<file path="src/rtl/dac_stream_sequencer_if.sv">
// CSR write bus toward the DAC streamer plus the waveform source-memory read port.
interface dac_stream_sequencer_if #(
  parameter int unsigned BUS_WIDTH         = 32,
  parameter int unsigned DAC_ADDRESS_WIDTH = 14,
  parameter int unsigned DAC_DATA_WIDTH    = 16
);
  logic [DAC_ADDRESS_WIDTH-1:0] srcAddr;
  logic [DAC_DATA_WIDTH-1:0]    srcData;
  logic [BUS_WIDTH-1:0]         streamerCsr;
  logic [BUS_WIDTH-1:0]         sysGpioData;
  logic                         sysAddressStrobe;
  logic                         sysGpioStrobe;

  modport master (
    output srcAddr, sysGpioData, sysAddressStrobe, sysGpioStrobe,
    input  srcData, streamerCsr
  );

  modport slave (
    input  srcAddr, sysGpioData, sysAddressStrobe, sysGpioStrobe,
    output srcData, streamerCsr
  );
endinterface

</file>
<file path="src/rtl/dac_stream_sequencer.sv">
// Loads the DAC table, then starts and stops the streamer on heartbeat boundaries.
// Every output is decoded from the next state and registered, so it lines up with the state.
module dac_stream_sequencer #(
  parameter int unsigned BUS_WIDTH         = 32,
  parameter int unsigned DAC_ADDRESS_WIDTH = 14,
  parameter int unsigned DAC_DATA_WIDTH    = 16,
  parameter int unsigned HB_COUNT_WIDTH    = 16,
  parameter int unsigned SYNC_TIMEOUT      = 1024
) (
  input  logic                         sysClk,
  input  logic                         sysReset_n,
  input  logic                         cmdStart,
  input  logic                         cmdAbort,
  input  logic [DAC_ADDRESS_WIDTH:0]   cmdLength,
  input  logic [HB_COUNT_WIDTH-1:0]    cmdHbCount,
  input  logic                         hbMarker,
  dac_stream_sequencer_if.master       bus,
  output logic                         busy,
  output logic                         done,
  output logic                         error
);

  localparam int unsigned IDX_W  = DAC_ADDRESS_WIDTH + 1;
  localparam int unsigned SYNC_W = $clog2(SYNC_TIMEOUT + 1);
  localparam logic [BUS_WIDTH-1:0] RUN_SET   = {1'b1, {(BUS_WIDTH-2){1'b0}}, 1'b1};
  localparam logic [BUS_WIDTH-1:0] RUN_CLR   = {1'b1, {(BUS_WIDTH-1){1'b0}}};
  localparam logic [BUS_WIDTH-1:0] DATA_MASK = BUS_WIDTH'(32'h00FF_FFFF);
  localparam logic [SYNC_W-1:0]    SYNC_LAST = SYNC_W'(SYNC_TIMEOUT - 1);

  typedef enum logic [3:0] {
    S_IDLE,
    S_LOAD_RD,
    S_LOAD_ADDR,
    S_LOAD_DATA,
    S_ARM,
    S_START,
    S_WAIT_SYNC,
    S_RUN,
    S_STOP,
    S_DONE
  } state_t;

  state_t                       state_q, state_d;
  logic [IDX_W-1:0]             idx_q, idx_d, idx_inc;
  logic [IDX_W-1:0]             len_q, len_d;
  logic [HB_COUNT_WIDTH-1:0]    hb_q, hb_d;
  logic [SYNC_W-1:0]            sync_q, sync_d;
  logic [DAC_ADDRESS_WIDTH-1:0] src_addr_q, src_addr_d;
  logic [BUS_WIDTH-1:0]         gpio_q, gpio_d;
  logic                         astb_q, astb_d;
  logic                         gstb_q, gstb_d;
  logic                         busy_d, done_d, err_d;
  logic                         abortable;
  logic                         unused_csr;

  assign idx_inc    = idx_q + IDX_W'(1);
  assign abortable  = !(state_q inside {S_IDLE, S_STOP, S_DONE});
  assign unused_csr = ^{bus.streamerCsr[BUS_WIDTH-1:2], bus.streamerCsr[0]};

  assign bus.srcAddr          = src_addr_q;
  assign bus.sysGpioData      = gpio_q;
  assign bus.sysAddressStrobe = astb_q;
  assign bus.sysGpioStrobe    = gstb_q;

  // State and registered outputs
  always_ff @(posedge sysClk or negedge sysReset_n) begin
    if (!sysReset_n) begin
      state_q    <= S_IDLE;
      idx_q      <= '0;
      len_q      <= '0;
      hb_q       <= '0;
      sync_q     <= '0;
      src_addr_q <= '0;
      gpio_q     <= '0;
      astb_q     <= 1'b0;
      gstb_q     <= 1'b0;
      busy       <= 1'b0;
      done       <= 1'b0;
      error      <= 1'b0;
    end else begin
      state_q    <= state_d;
      idx_q      <= idx_d;
      len_q      <= len_d;
      hb_q       <= hb_d;
      sync_q     <= sync_d;
      src_addr_q <= src_addr_d;
      gpio_q     <= gpio_d;
      astb_q     <= astb_d;
      gstb_q     <= gstb_d;
      busy       <= busy_d;
      done       <= done_d;
      error      <= err_d;
    end
  end

  // Next state, counters and next-cycle output decode
  always_comb begin
    state_d    = state_q;
    idx_d      = idx_q;
    len_d      = len_q;
    hb_d       = hb_q;
    sync_d     = sync_q;
    err_d      = error;
    src_addr_d = src_addr_q;
    gpio_d     = '0;
    astb_d     = 1'b0;
    gstb_d     = 1'b0;

    case (state_q)
      S_IDLE: begin
        if (cmdStart) begin
          len_d   = cmdLength;
          hb_d    = cmdHbCount;
          idx_d   = '0;
          err_d   = 1'b0;
          state_d = (cmdLength != '0) ? S_LOAD_RD : S_ARM;
        end
      end
      S_LOAD_RD:   state_d = S_LOAD_ADDR;
      S_LOAD_ADDR: state_d = S_LOAD_DATA;
      S_LOAD_DATA: begin
        idx_d   = idx_inc;
        state_d = (idx_inc < len_q) ? S_LOAD_RD : S_ARM;
      end
      S_ARM: begin
        if (hbMarker) state_d = S_START;
      end
      S_START: begin
        sync_d  = '0;
        state_d = S_WAIT_SYNC;
      end
      S_WAIT_SYNC: begin
        if (bus.streamerCsr[1]) begin
          state_d = S_RUN;
        end else if (sync_q == SYNC_LAST) begin
          err_d   = 1'b1;
          state_d = S_STOP;
        end else begin
          sync_d = sync_q + SYNC_W'(1);
        end
      end
      // A zero count never reaches the expiry branch, so the run lasts until abort.
      S_RUN: begin
        if (hbMarker && (hb_q != '0)) begin
          hb_d = hb_q - HB_COUNT_WIDTH'(1);
          if (hb_q == HB_COUNT_WIDTH'(1)) state_d = S_STOP;
        end
      end
      S_STOP:  state_d = S_DONE;
      S_DONE:  state_d = S_IDLE;
      default: state_d = S_IDLE;
    endcase

    if (cmdAbort && abortable) begin
      state_d = S_STOP;
      err_d   = error;
    end

    // srcData arrives during LOAD_ADDR, one cycle after the address was presented.
    case (state_d)
      S_LOAD_RD: src_addr_d = DAC_ADDRESS_WIDTH'(idx_d);
      S_LOAD_ADDR: begin
        gpio_d = BUS_WIDTH'(idx_d);
        astb_d = 1'b1;
      end
      S_LOAD_DATA: begin
        gpio_d = BUS_WIDTH'(bus.srcData) & DATA_MASK;
        gstb_d = 1'b1;
      end
      S_START: begin
        gpio_d = RUN_SET;
        gstb_d = 1'b1;
      end
      S_STOP: begin
        gpio_d = RUN_CLR;
        gstb_d = 1'b1;
      end
      default: ;
    endcase

    busy_d = (state_d != S_IDLE);
    done_d = (state_d == S_DONE);
  end

endmodule

</file>
<file path="src/flat_wrapper.sv">
// flat-port wrapper written by rule: the top's interface ports become plain ports
module dac_stream_sequencer_flat 
#(
  parameter int unsigned BUS_WIDTH         = 32,
  parameter int unsigned DAC_ADDRESS_WIDTH = 14,
  parameter int unsigned DAC_DATA_WIDTH    = 16,
  parameter int unsigned HB_COUNT_WIDTH    = 16,
  parameter int unsigned SYNC_TIMEOUT      = 1024
)
  (sysClk, sysReset_n, cmdStart, cmdAbort, cmdLength, cmdHbCount, hbMarker, busy, done, error, bus_srcAddr, bus_sysGpioData, bus_sysAddressStrobe, bus_sysGpioStrobe, bus_srcData, bus_streamerCsr);
  dac_stream_sequencer_if #(.BUS_WIDTH(BUS_WIDTH), .DAC_ADDRESS_WIDTH(DAC_ADDRESS_WIDTH), .DAC_DATA_WIDTH(DAC_DATA_WIDTH)) bus_i ();
  input  logic sysClk;
  input  logic sysReset_n;
  input  logic cmdStart;
  input  logic cmdAbort;
  input  logic [DAC_ADDRESS_WIDTH:0] cmdLength;
  input  logic [HB_COUNT_WIDTH-1:0] cmdHbCount;
  input  logic hbMarker;
  output logic busy;
  output logic done;
  output logic error;
  output wire logic [$bits(bus_i.srcAddr)-1:0] bus_srcAddr;
  output wire logic [$bits(bus_i.sysGpioData)-1:0] bus_sysGpioData;
  output wire logic [$bits(bus_i.sysAddressStrobe)-1:0] bus_sysAddressStrobe;
  output wire logic [$bits(bus_i.sysGpioStrobe)-1:0] bus_sysGpioStrobe;
  input wire logic [$bits(bus_i.srcData)-1:0] bus_srcData;
  input wire logic [$bits(bus_i.streamerCsr)-1:0] bus_streamerCsr;
  assign bus_srcAddr = bus_i.srcAddr;
  assign bus_sysGpioData = bus_i.sysGpioData;
  assign bus_sysAddressStrobe = bus_i.sysAddressStrobe;
  assign bus_sysGpioStrobe = bus_i.sysGpioStrobe;
  assign bus_i.srcData = bus_srcData;
  assign bus_i.streamerCsr = bus_streamerCsr;
  dac_stream_sequencer #(.BUS_WIDTH(BUS_WIDTH), .DAC_ADDRESS_WIDTH(DAC_ADDRESS_WIDTH), .DAC_DATA_WIDTH(DAC_DATA_WIDTH), .HB_COUNT_WIDTH(HB_COUNT_WIDTH), .SYNC_TIMEOUT(SYNC_TIMEOUT)) u_core (.sysClk(sysClk), .sysReset_n(sysReset_n), .cmdStart(cmdStart), .cmdAbort(cmdAbort), .cmdLength(cmdLength), .cmdHbCount(cmdHbCount), .hbMarker(hbMarker), .bus(bus_i), .busy(busy), .done(done), .error(error));
endmodule
</file>
<file path="config.mk">
export PLATFORM = sky130hd
export DESIGN_NAME = dac_stream_sequencer_flat
export DESIGN_NICKNAME = d
export VERILOG_FILES = /design/src/rtl/dac_stream_sequencer_if.sv /design/src/rtl/dac_stream_sequencer.sv /design/src/flat_wrapper.sv
export SDC_FILE = /design/constraint.sdc
export NUM_CORES = 1
export LEC_CHECK = 0
export ABC_CLOCK_PERIOD_IN_PS = 7200
export CAP_MARGIN = 20
export CORE_MARGIN = 2
export CORE_UTILIZATION = 54
export CTS_CLUSTER_DIAMETER = 50
export DETAILED_ROUTE_END_ITERATION = 8
export PLACE_DENSITY_LB_ADDON = 0.25
export SLEW_MARGIN = 15
export SYNTH_ARGS = -nofsm -noshare
export SYNTH_HDL_FRONTEND = slang
export SYNTH_SLANG_ARGS = --single-unit
</file>
<file path="constraint.sdc">
create_clock -name sysClk -period 7.2 [get_ports sysClk]
set_clock_uncertainty 0.2 [all_clocks]
set_input_delay 0.72 -clock sysClk [delete_from_list [all_inputs] [get_ports sysClk]]
set_output_delay 0.72 -clock sysClk [all_outputs]
set_load 0.01 [all_outputs]
</file>
* After elaboration in Yosys (flattened, before gate mapping)
Index checks and enable logic that the tools add are counted.
** Storage, ports and cells
- Register bits after elaboration :: 112
- Input port bits :: 84
- Output and inout bits :: 51
** Operators by class
- Bitwise gates (word level) :: 1
- Add/subtract/negate cells :: 3
- Order comparisons :: 1
- Equal/unequal tests :: 22
- Mux-type cells :: 25
- Reductions and logical operators :: 16
** Operators with widths (number)
- $pmux 32 s4 :: 1
- $pmux 4 s9 :: 1
- $mux 16 :: 2
- $pmux 16 s2 :: 1
- $pmux 15 s2 :: 1
- $mux 4 :: 7
- $mux 11 :: 2
- $pmux 11 s2 :: 1
- $eq 4x3->1 const B :: 5
- $eq 16x1->1 const B :: 1
- $eq 4x2->1 const B :: 4
- $eq 4x4->1 const B :: 4
- $reduce_bool 16->1 :: 1
- $sub 16x1->16 const B :: 1
- $add 15x1->15 const B :: 1
- $lt 15x15->1 :: 1
- $mux 15 :: 1
- $reduce_bool 15->1 :: 1
- $add 11x1->11 const B :: 1
- $eq 11x10->1 const B :: 1
- $eq 4x1->1 const B :: 2
- $mux 3 :: 2
- $ne 2x2->1 const B :: 3
- $reduce_and 3->1 :: 2
- 13 further kinds :: 21

* Depth between registers and ports, before layout
Gate-level depths: netlist (run 1).
- Word-level depth :: 8
- Gate-level depth with buffers :: 13
- Mapped depth without buffers :: 12

* Worst setup path after synthesis (run 1)
Ideal clock, no wire load.
- Kind :: flip-flop to flip-flop
- From :: register u_core.idx_q[0]
- To :: register u_core.src_addr_q[10] (netlist: u_core.bus.srcAddr[10])
- Arrival time :: 3.731 ns
- Path buffers :: 1
- Path slack :: 3.144 ns
- Library setup time :: 0.125 ns
- Stages on the path, launching flop included :: 14
- Path through :: dfrtp_1 ha_1 nand3_1 nor4_1 nand3_1 xnor2_1 ha_1 nand2_1 nor4_1 a221o_1 o221a_4 nor4_4 buf_8 mux2_4
** On the way
- Word-level cells in the longest chain between the ends :: 6
- Elaborated cells on any way between the ends :: 7
- Those cells by class :: add/sub (1); order compare (1); eq/ne (1); mux (4)
** Ends and longest elaborated chain
- from (decl) :: RTL line dac_stream_sequencer.sv:44 : logic [IDX_W-1:0] idx_q, idx_d, idx_inc;
- from (signal assigned) :: RTL line dac_stream_sequencer.sv:82 : idx_q <= idx_d;
- $add 15x1->15 (*) :: RTL line dac_stream_sequencer.sv:56 : assign idx_inc = idx_q + IDX_W'(1);
- $lt 15x15->1 :: RTL line dac_stream_sequencer.sv:123 : state_d = (idx_inc < len_q) ? S_LOAD_RD : S_ARM;
- $mux 3 :: RTL line dac_stream_sequencer.sv:123
- $pmux 4 s9 :: RTL line dac_stream_sequencer.sv:109 : case (state_q)
- $mux 4 :: RTL line dac_stream_sequencer.sv:154 : if (cmdAbort && abortable) begin
- $eq 4x1->1 :: RTL line dac_stream_sequencer.sv:160 : case (state_d)
- to (signal assigned) :: RTL line dac_stream_sequencer.sv:86 : src_addr_q <= src_addr_d;
- to (decl) :: RTL line dac_stream_sequencer.sv:48 : logic [DAC_ADDRESS_WIDTH-1:0] src_addr_q, src_addr_d;
Mark *: on every way between the ends. The rest lies on a longest branch, timed or not.
A chain may end at the register's enable or synchronous reset.

* Final worst setup path (run 1)
- From :: register u_core.idx_q[0]
- To :: register u_core.src_addr_q[2] (netlist: u_core.bus.srcAddr[2])
Same word-level chain as after synthesis.

==> flow_metrics.env, run 1 <==
export IMPL_clkSinkCount=97
export IMPL_setup_tns_ns=0
export IMPL_ir_drop_uv=152
export IMPL_grt_use_met3=0.0401
export IMPL_p_leak_nw=2.87
export IMPL_cts_buffers_inserted=9
export IMPL_synth_seq_area_share=0.449
export IMPL_fp_dieH_um=104
export IMPL_finalHoldViolCount=0
export IMPL_p_int_w=0.00114
export IMPL_syn_area_um2=5400
export IMPL_finish_instance_area_um2=6450
export IMPL_fin_ws_ns=2.31
export IMPL_power_w=0.00183
export IMPL_relSlewSlack=0.260
export IMPL_ios=135
export IMPL_synthTopCellsByArea="dfrtp_1 45%, ha_1 4.2%, mux2_2 4.2%"
export IMPL_rsz0062_at_grt="false"
export IMPL_power_frac_seq=0.431
export IMPL_path_max_fanout=25
export IMPL_viasPerCell=5.63
export IMPL_cts_tree="built"
export IMPL_fin_crit_ns=4.89
export IMPL_ys_flop_type="dfrtp_1"
export IMPL_fmax_mhz=204
export IMPL_grt_overflow=0
export IMPL_worstReg2RegStart="u_core.idx_q[0]$_DFF_PN0_"
export IMPL_clk_latency_ns=0.36
export IMPL_cp_required_ns=7.24
export IMPL_final_util=0.663
export IMPL_crit_chain="ha_1 > nand3_1 > nor4_1 > nand3_1 > xnor2_1 > ha_1 > a21oi_1 > o21ai_0 > a221o_1 > o221a_4 > nor4_4 > buf_4 > mux2_2"
export IMPL_ant_nets=0
export IMPL_antenna_found_initial=0
export IMPL_fp_coreArea_um2=9730
export IMPL_ys_seq_elements=97
export IMPL_arrival_ns=4.94
export IMPL_use_met2=0.328
export IMPL_multi_input_area_um2=2670
export IMPL_cp_end_kind="register"
export IMPL_synth_distinct_cells=74
export IMPL_ys_top_cells_by_count="97 x dfrtp_1, 54 x nor2_1, 40 x o21ai_0, 39 x nand2_1, 31 x a21oi_1"
export IMPL_synth_edf_count=0
export IMPL_io_buffers=88
export IMPL_htreeDepth=3
export IMPL_pwr_share_clk=0.183
export IMPL_clk_path_buf_depth=2
export IMPL_regArea_um2=2430
export IMPL_status="complete, no violations"
export IMPL_p_sw_frac=0.375
export IMPL_fill_cells=816
export IMPL_crit_type="register to register"
export IMPL_synth_top_area_share=0.449
export IMPL_cpMaxStageDelayCell="nor4_1"
export IMPL_path_delay_family="simple AND/OR/NAND/NOR gates"
export IMPL_cts_clk_slew_worst_paths_ns=0.11
export IMPL_grtUsageTotal=0.219
export IMPL_p_comb_frac=0.386
export IMPL_syn_area_per_cell_um2=9.99
export IMPL_row_count=36
export IMPL_cts_resized_gates=0
export IMPL_vias=4255
export IMPL_diodes=0
export IMPL_syn_inst=541
export IMPL_worst_pin_slew_ns=1.11
export IMPL_drc=0
export IMPL_drive_gt1_frac=0.119
export IMPL_min_period_over_period=0.680
export IMPL_switching_power_w=0.000687
export IMPL_wl_per_cell_um=15.4
export IMPL_syn2layout_area_growth_pct=19.3
export IMPL_synth_area_leader_cell="dfrtp_1"
export IMPL_holdCritPathClass="input pin to async pin"
export IMPL_cts_root_buffer="clkbuf_8"
export IMPL_gp_congestion=0.837
export IMPL_report_final_slew_viol_count=0
export IMPL_cts_setup_buffers=0
export IMPL_pre_cts_slack_ns=2.33
export IMPL_drv_cap=0
export IMPL_nets=720
export IMPL_yosys_warnings=0
export IMPL_routed_wl_mm=11.7
export IMPL_dp_hpwl_mm=8.53
export IMPL_post_synth_top_count_cell="dfrtp_1"
export IMPL_placed_area_um2=6250
export IMPL_grt_start_max_net_pins=74
export IMPL_use_met1=0.334
export IMPL_critPathLaunch="u_core.idx_q[0]$_DFF_PN0_"
export IMPL_start_kind="register"
export IMPL_grt_pass1_vias=3977
export IMPL_cts_hold_buf=0
export IMPL_setup_violations=0
export IMPL_die_area_um2=10800
export IMPL_initial_core_util=0.555
export IMPL_async_reset_ff_frac=1.00
export IMPL_cp_buffers_inverters=1
export IMPL_power_density_nw_per_um2=284
export IMPL_busiest_layer="met1"
export IMPL_drt_iter0_drc=245
export IMPL_grt_pass1_wl_mm=19.6
export IMPL_die_w_um=104
export IMPL_firstDrtPassIters=4
export IMPL_max_stage_delay_ns=0.80
stage by stage:
step,hold slack (ns),std cells
CTS,0.0428,755
global placement,0.271,739
detailed placement,0.282,739
floorplan,0.224,555
global route,0.0523,756
finish,0.0396,756
per-layer routing:
layer	vias up	wire length, um
met4	0	125
li1	2057	-
met3	11	653
met1	2033	5780
met2	154	5110
met5	-	0
registers in the layout (all words and copies together), names as in the netlist:
register and count:
u_core.bus.sysGpioData 17, u_core.hb_q 16, u_core.bus.sysGpioStrobe 1, u_core.error 1, u_core.bus.srcAddr 14, u_core.bus.sysAddressStrobe 1
u_core.busy 1, u_core.len_q 15, u_core.sync_q 11, u_core.state_q 4, u_core.idx_q 15, u_core.done 1
power by group through the flow:
stage / Combinational, W / Clock [W] / Sequential (W)
6_report: 0.000706 / 0.000335 / 0.000788
5_1_grt: 0.000779 / 0.000370 / 0.000807
4_1_cts: 0.000708 / 0.000342 / 0.000786
3_5_place_dp: 0.000705 / 0 / 0.000798
3_3_place_gp: 0.000683 / 0 / 0.000789
2_1_floorplan: 0.000518 / 0 / 0.000778
logic make-up (layout without fill, tap and decap cells):
group                    count (synthesis)  after routing  share of synthesized area
other                                    1             15                   0.000694
multiplexers                            41             41                     0.0899
AO/OA/AOI/OAI                          121            121                      0.145
XOR/XNOR                                20             20                     0.0324
flip-flops                              97             97                      0.449
buffers and inverters                   63            131                     0.0662
AND/OR/NAND/NOR                        180            180                      0.175
adder cells (fa/ha/maj)                 18             18                     0.0417
cell usage in the layout (no fill, tap or decap), types with 8 or more instances in the layout:
master	Yosys	final
nand4_1	8	8
clkdlybuf4s50_1	0	87
dfrtp_1	97	97
mux2i_1	11	11
nor3_1	15	15
mux2_2	20	20
clkbuf_8	0	9
xnor2_1	8	8
nand3_1	16	16
conb_1	1	15
nor2_1	54	54
inv_1	24	24
a21oi_1	31	31
o21ai_0	40	40
mux2_4	10	10
nor4_1	8	8
xor2_1	12	12
ha_1	18	18
nand2_1	39	39
area by class of cell:
class | instances | share of cell area
clock buffer | 9 | 0.0192
clock inverter | 7 | 0.00951
inverter | 24 | 0.0140
multi-input combinational | 395 | 0.414
sequential | 97 | 0.376
tap | 133 | 0.0258
timing repair buffer | 91 | 0.141
path summary, 6_finish.rpt:
check / slack [ns] / cells past startpoint / endpoint
min: 0.04 / 1 / u_core.bus.sysGpioData[13]$_DFF_PN0_
max reg2reg: 2.31 / 13 / u_core.bus.srcAddr[2]$_DFFE_PN0N_
max in group asynchronous: 5.53 / 2 / u_core.hb_q[13]$_DFFE_PN0P_
min in group sysClk: 0.30 / 2 / u_core.hb_q[14]$_DFFE_PN0P_
min reg2reg: 0.30 / 2 / u_core.hb_q[14]$_DFFE_PN0P_
max: 2.31 / 13 / u_core.bus.srcAddr[2]$_DFFE_PN0N_
No activity file was read; power rests on OpenSTA's default activity.
==> run 2, diff against run 1 <==
--- a/config.mk
+++ b/config.mk
@@ -5,10 +5,10 @@
 export SDC_FILE = /design/constraint.sdc
 export NUM_CORES = 1
 export LEC_CHECK = 0
-export ABC_CLOCK_PERIOD_IN_PS = 7200
+export ABC_CLOCK_PERIOD_IN_PS = 4090
 export CAP_MARGIN = 20
 export CORE_MARGIN = 2
-export CORE_UTILIZATION = 54
+export CORE_UTILIZATION = 45
 export CTS_CLUSTER_DIAMETER = 50
 export DETAILED_ROUTE_END_ITERATION = 8
 export PLACE_DENSITY_LB_ADDON = 0.25
==> constraint.sdc (replaced) <==
create_clock -name sysClk -period 4.09 [get_ports sysClk]
set_clock_uncertainty 0.2 [all_clocks]
set_input_delay 0.409 -clock sysClk [delete_from_list [all_inputs] [get_ports sysClk]]
set_output_delay 0.409 -clock sysClk [all_outputs]
set_load 0.01 [all_outputs]
==> run 2 against run 1 <==
- largest cell class unchanged
- via count rose by 0.31%
- global-route usage fell by 2.9 points
- the run now ends with hold timing left
- highest routed layer unchanged
- total power rose by 91%
- critical path type unchanged
==> flow_metrics.env, run 2 (synthesis results as in run 1) <==
export IMPL_status="finished, violations left"
export IMPL_violations="hold timing"
export IMPL_p_sw_frac=0.356
export IMPL_fmax_mhz=261
export IMPL_multi_input_area_um2=2690
export IMPL_routed_wl_mm=12.1
export IMPL_p_comb_frac=0.374
export IMPL_final_common_cell="dfrtp_1"
export IMPL_cts_root_buffer="clkbuf_16"
export IMPL_gp_congestion=0.853
export IMPL_firstDrtPassIters=5
export IMPL_ios=135
export IMPL_report_final_slew_viol_count=0
export IMPL_drive_gt1_frac=0.138
export IMPL_clkSinkCount=97
export IMPL_holdCritPathClass="input pin to async pin"
export IMPL_drv_cap=0
export IMPL_syn2layout_area_growth_pct=23.2
export IMPL_finalHoldViolCount=5
export IMPL_grt_start_max_net_pins=74
export IMPL_worst_pin_slew_ns=0.950
export IMPL_drt_iter0_drc=197
export IMPL_path_max_fanout=4
export IMPL_clk_latency_ns=0.34
export IMPL_cp_required_ns=4.11
export IMPL_hold_ws_ns=-0.0178
export IMPL_cp_end_kind="register"
export IMPL_die_w_um=114
export IMPL_fin_crit_ns=3.83
export IMPL_arrival_ns=3.85
export IMPL_ant_nets=0
export IMPL_pwr_share_clk=0.229
export IMPL_vias=4268
export IMPL_diodes=0
export IMPL_fp_coreArea_um2=11900
export IMPL_regArea_um2=2430
export IMPL_clk_path_buf_depth=2
export IMPL_initial_core_util=0.455
export IMPL_power_w=0.00348
export IMPL_die_area_um2=12900
export IMPL_cts_tree="built"
export IMPL_antenna_found_initial=0
export IMPL_rsz0062_at_grt="false"
export IMPL_cts_hold_buf=0
export IMPL_viasPerCell=5.48
export IMPL_cts_clk_slew_worst_paths_ns=0.07
export IMPL_largest_reg_flops=17
export IMPL_grt_pass1_wl_mm=19.6
export IMPL_grt_overflow=0
export IMPL_htreeDepth=3
export IMPL_grtUsageTotal=0.190
export IMPL_crit_type="register to register"
export IMPL_p_leak_nw=2.96
export IMPL_wl_per_cell_um=15.6
export IMPL_nets=729
export IMPL_min_period_over_period=0.937
export IMPL_ir_drop_uv=287
export IMPL_drc=0
export IMPL_power_frac_seq=0.397
export IMPL_cts_buffers_inserted=9
export IMPL_grt_pass1_vias=3983
export IMPL_fp_dieH_um=114
export IMPL_start_kind="register"
export IMPL_power_density_nw_per_um2=524
export IMPL_relSlewSlack=0.367
export IMPL_setup_violations=0
export IMPL_dp_hpwl_mm=8.73
export IMPL_io_buffers=88
export IMPL_p_int_w=0.00225
export IMPL_switching_power_w=0.00124
export IMPL_row_count=40
export IMPL_setup_tns_ns=0
export IMPL_fill_cells=1022
export IMPL_final_cell_mix="97 x dfrtp_1, 87 x clkdlybuf4s50_1, 53 x nor2_1, 40 x o21ai_0, 39 x nand2_1"
run 2: critical path, cell delays in order, from the launching register on:
cell,delay [ns]
dfrtp_1,0.39
ha_2,0.24
nand3_2,0.15
nor4_2,0.38
nand3_1,0.19
xnor2_2,0.18
ha_1,0.30
a21oi_1,0.15
o21ai_0,0.10
a221o_1,0.35
a21o_4,0.27
nor4_4,0.29
buf_4,0.20
mux2_2,0.33
run 2: path summary, 6_finish.rpt:
check | start | to | slack (ns) | cells after the start
setup / recovery | u_core.idx_q[1]$_DFF_PN0_ | u_core.bus.srcAddr[1]$_DFFE_PN0N_ | 0.26 | 13
hold / removal | sysReset_n | u_core.len_q[12]$_DFFE_PN0P_ | -0.02 | 1
setup reg to reg | u_core.idx_q[1]$_DFF_PN0_ | u_core.bus.srcAddr[1]$_DFFE_PN0N_ | 0.26 | 13
hold reg to reg | u_core.hb_q[14]$_DFFE_PN0P_ | u_core.hb_q[14]$_DFFE_PN0P_ | 0.31 | 2
max in group asynchronous | sysReset_n | u_core.bus.sysGpioData[31]$_DFF_PN0_ | 2.80 | 2
min in group sysClk | u_core.hb_q[14]$_DFFE_PN0P_ | u_core.hb_q[14]$_DFFE_PN0P_ | 0.31 | 2
run 2: power groups by stage:
| stage | sequential [W] | combinational [W] | clock [W] |
|---|---|---|---|
| floorplan | 0.00137 | 0.000912 | 0 |
| CTS | 0.00138 | 0.00131 | 0.000815 |
| detailed placement | 0.00140 | 0.00130 | 0 |
| global placement | 0.00139 | 0.00127 | 0 |
| finish | 0.00138 | 0.00130 | 0.000799 |
| global route | 0.00142 | 0.00143 | 0.000852 |
run 2: layout make-up:
cell class	count	area share
multi-input cells	395	0.405
clock buffers	10	0.0344
inverters	24	0.0135
clock inverters	6	0.00733
repair buffers	100	0.147
flip-flops and latches	97	0.365
well taps	147	0.0276
run 2: repair_timing:
action | CTS | global route
setup endpoints to repair | 0 | 15
buffers inserted | 0 | 0
resized for setup | 0 | 5
run 2: stage by stage:
stage	utilization	std cells	cell area (um^2)	hold WS (ns)	worst slack, ns
floorplan	-	555	5460	-0.0866	0.0337
global placement	0.536	763	6350	0.268	0.122
detailed placement	0.536	763	6350	0.288	0.0843
CTS	0.559	779	6630	0.0405	0.0490
global route	0.561	779	6650	0.0753	0.0333
finish	0.561	779	6650	-0.0178	0.259
run 2: metal layers:
metal  vias to the layer above  GRT usage  part of all wire
li1                       2089          -                 -
met1                      2018      0.286              0.49
met2                       151      0.275              0.43
met3                        10     0.0436             0.068
met4                         0     0.0512            0.0083
met5                         -          0                 0
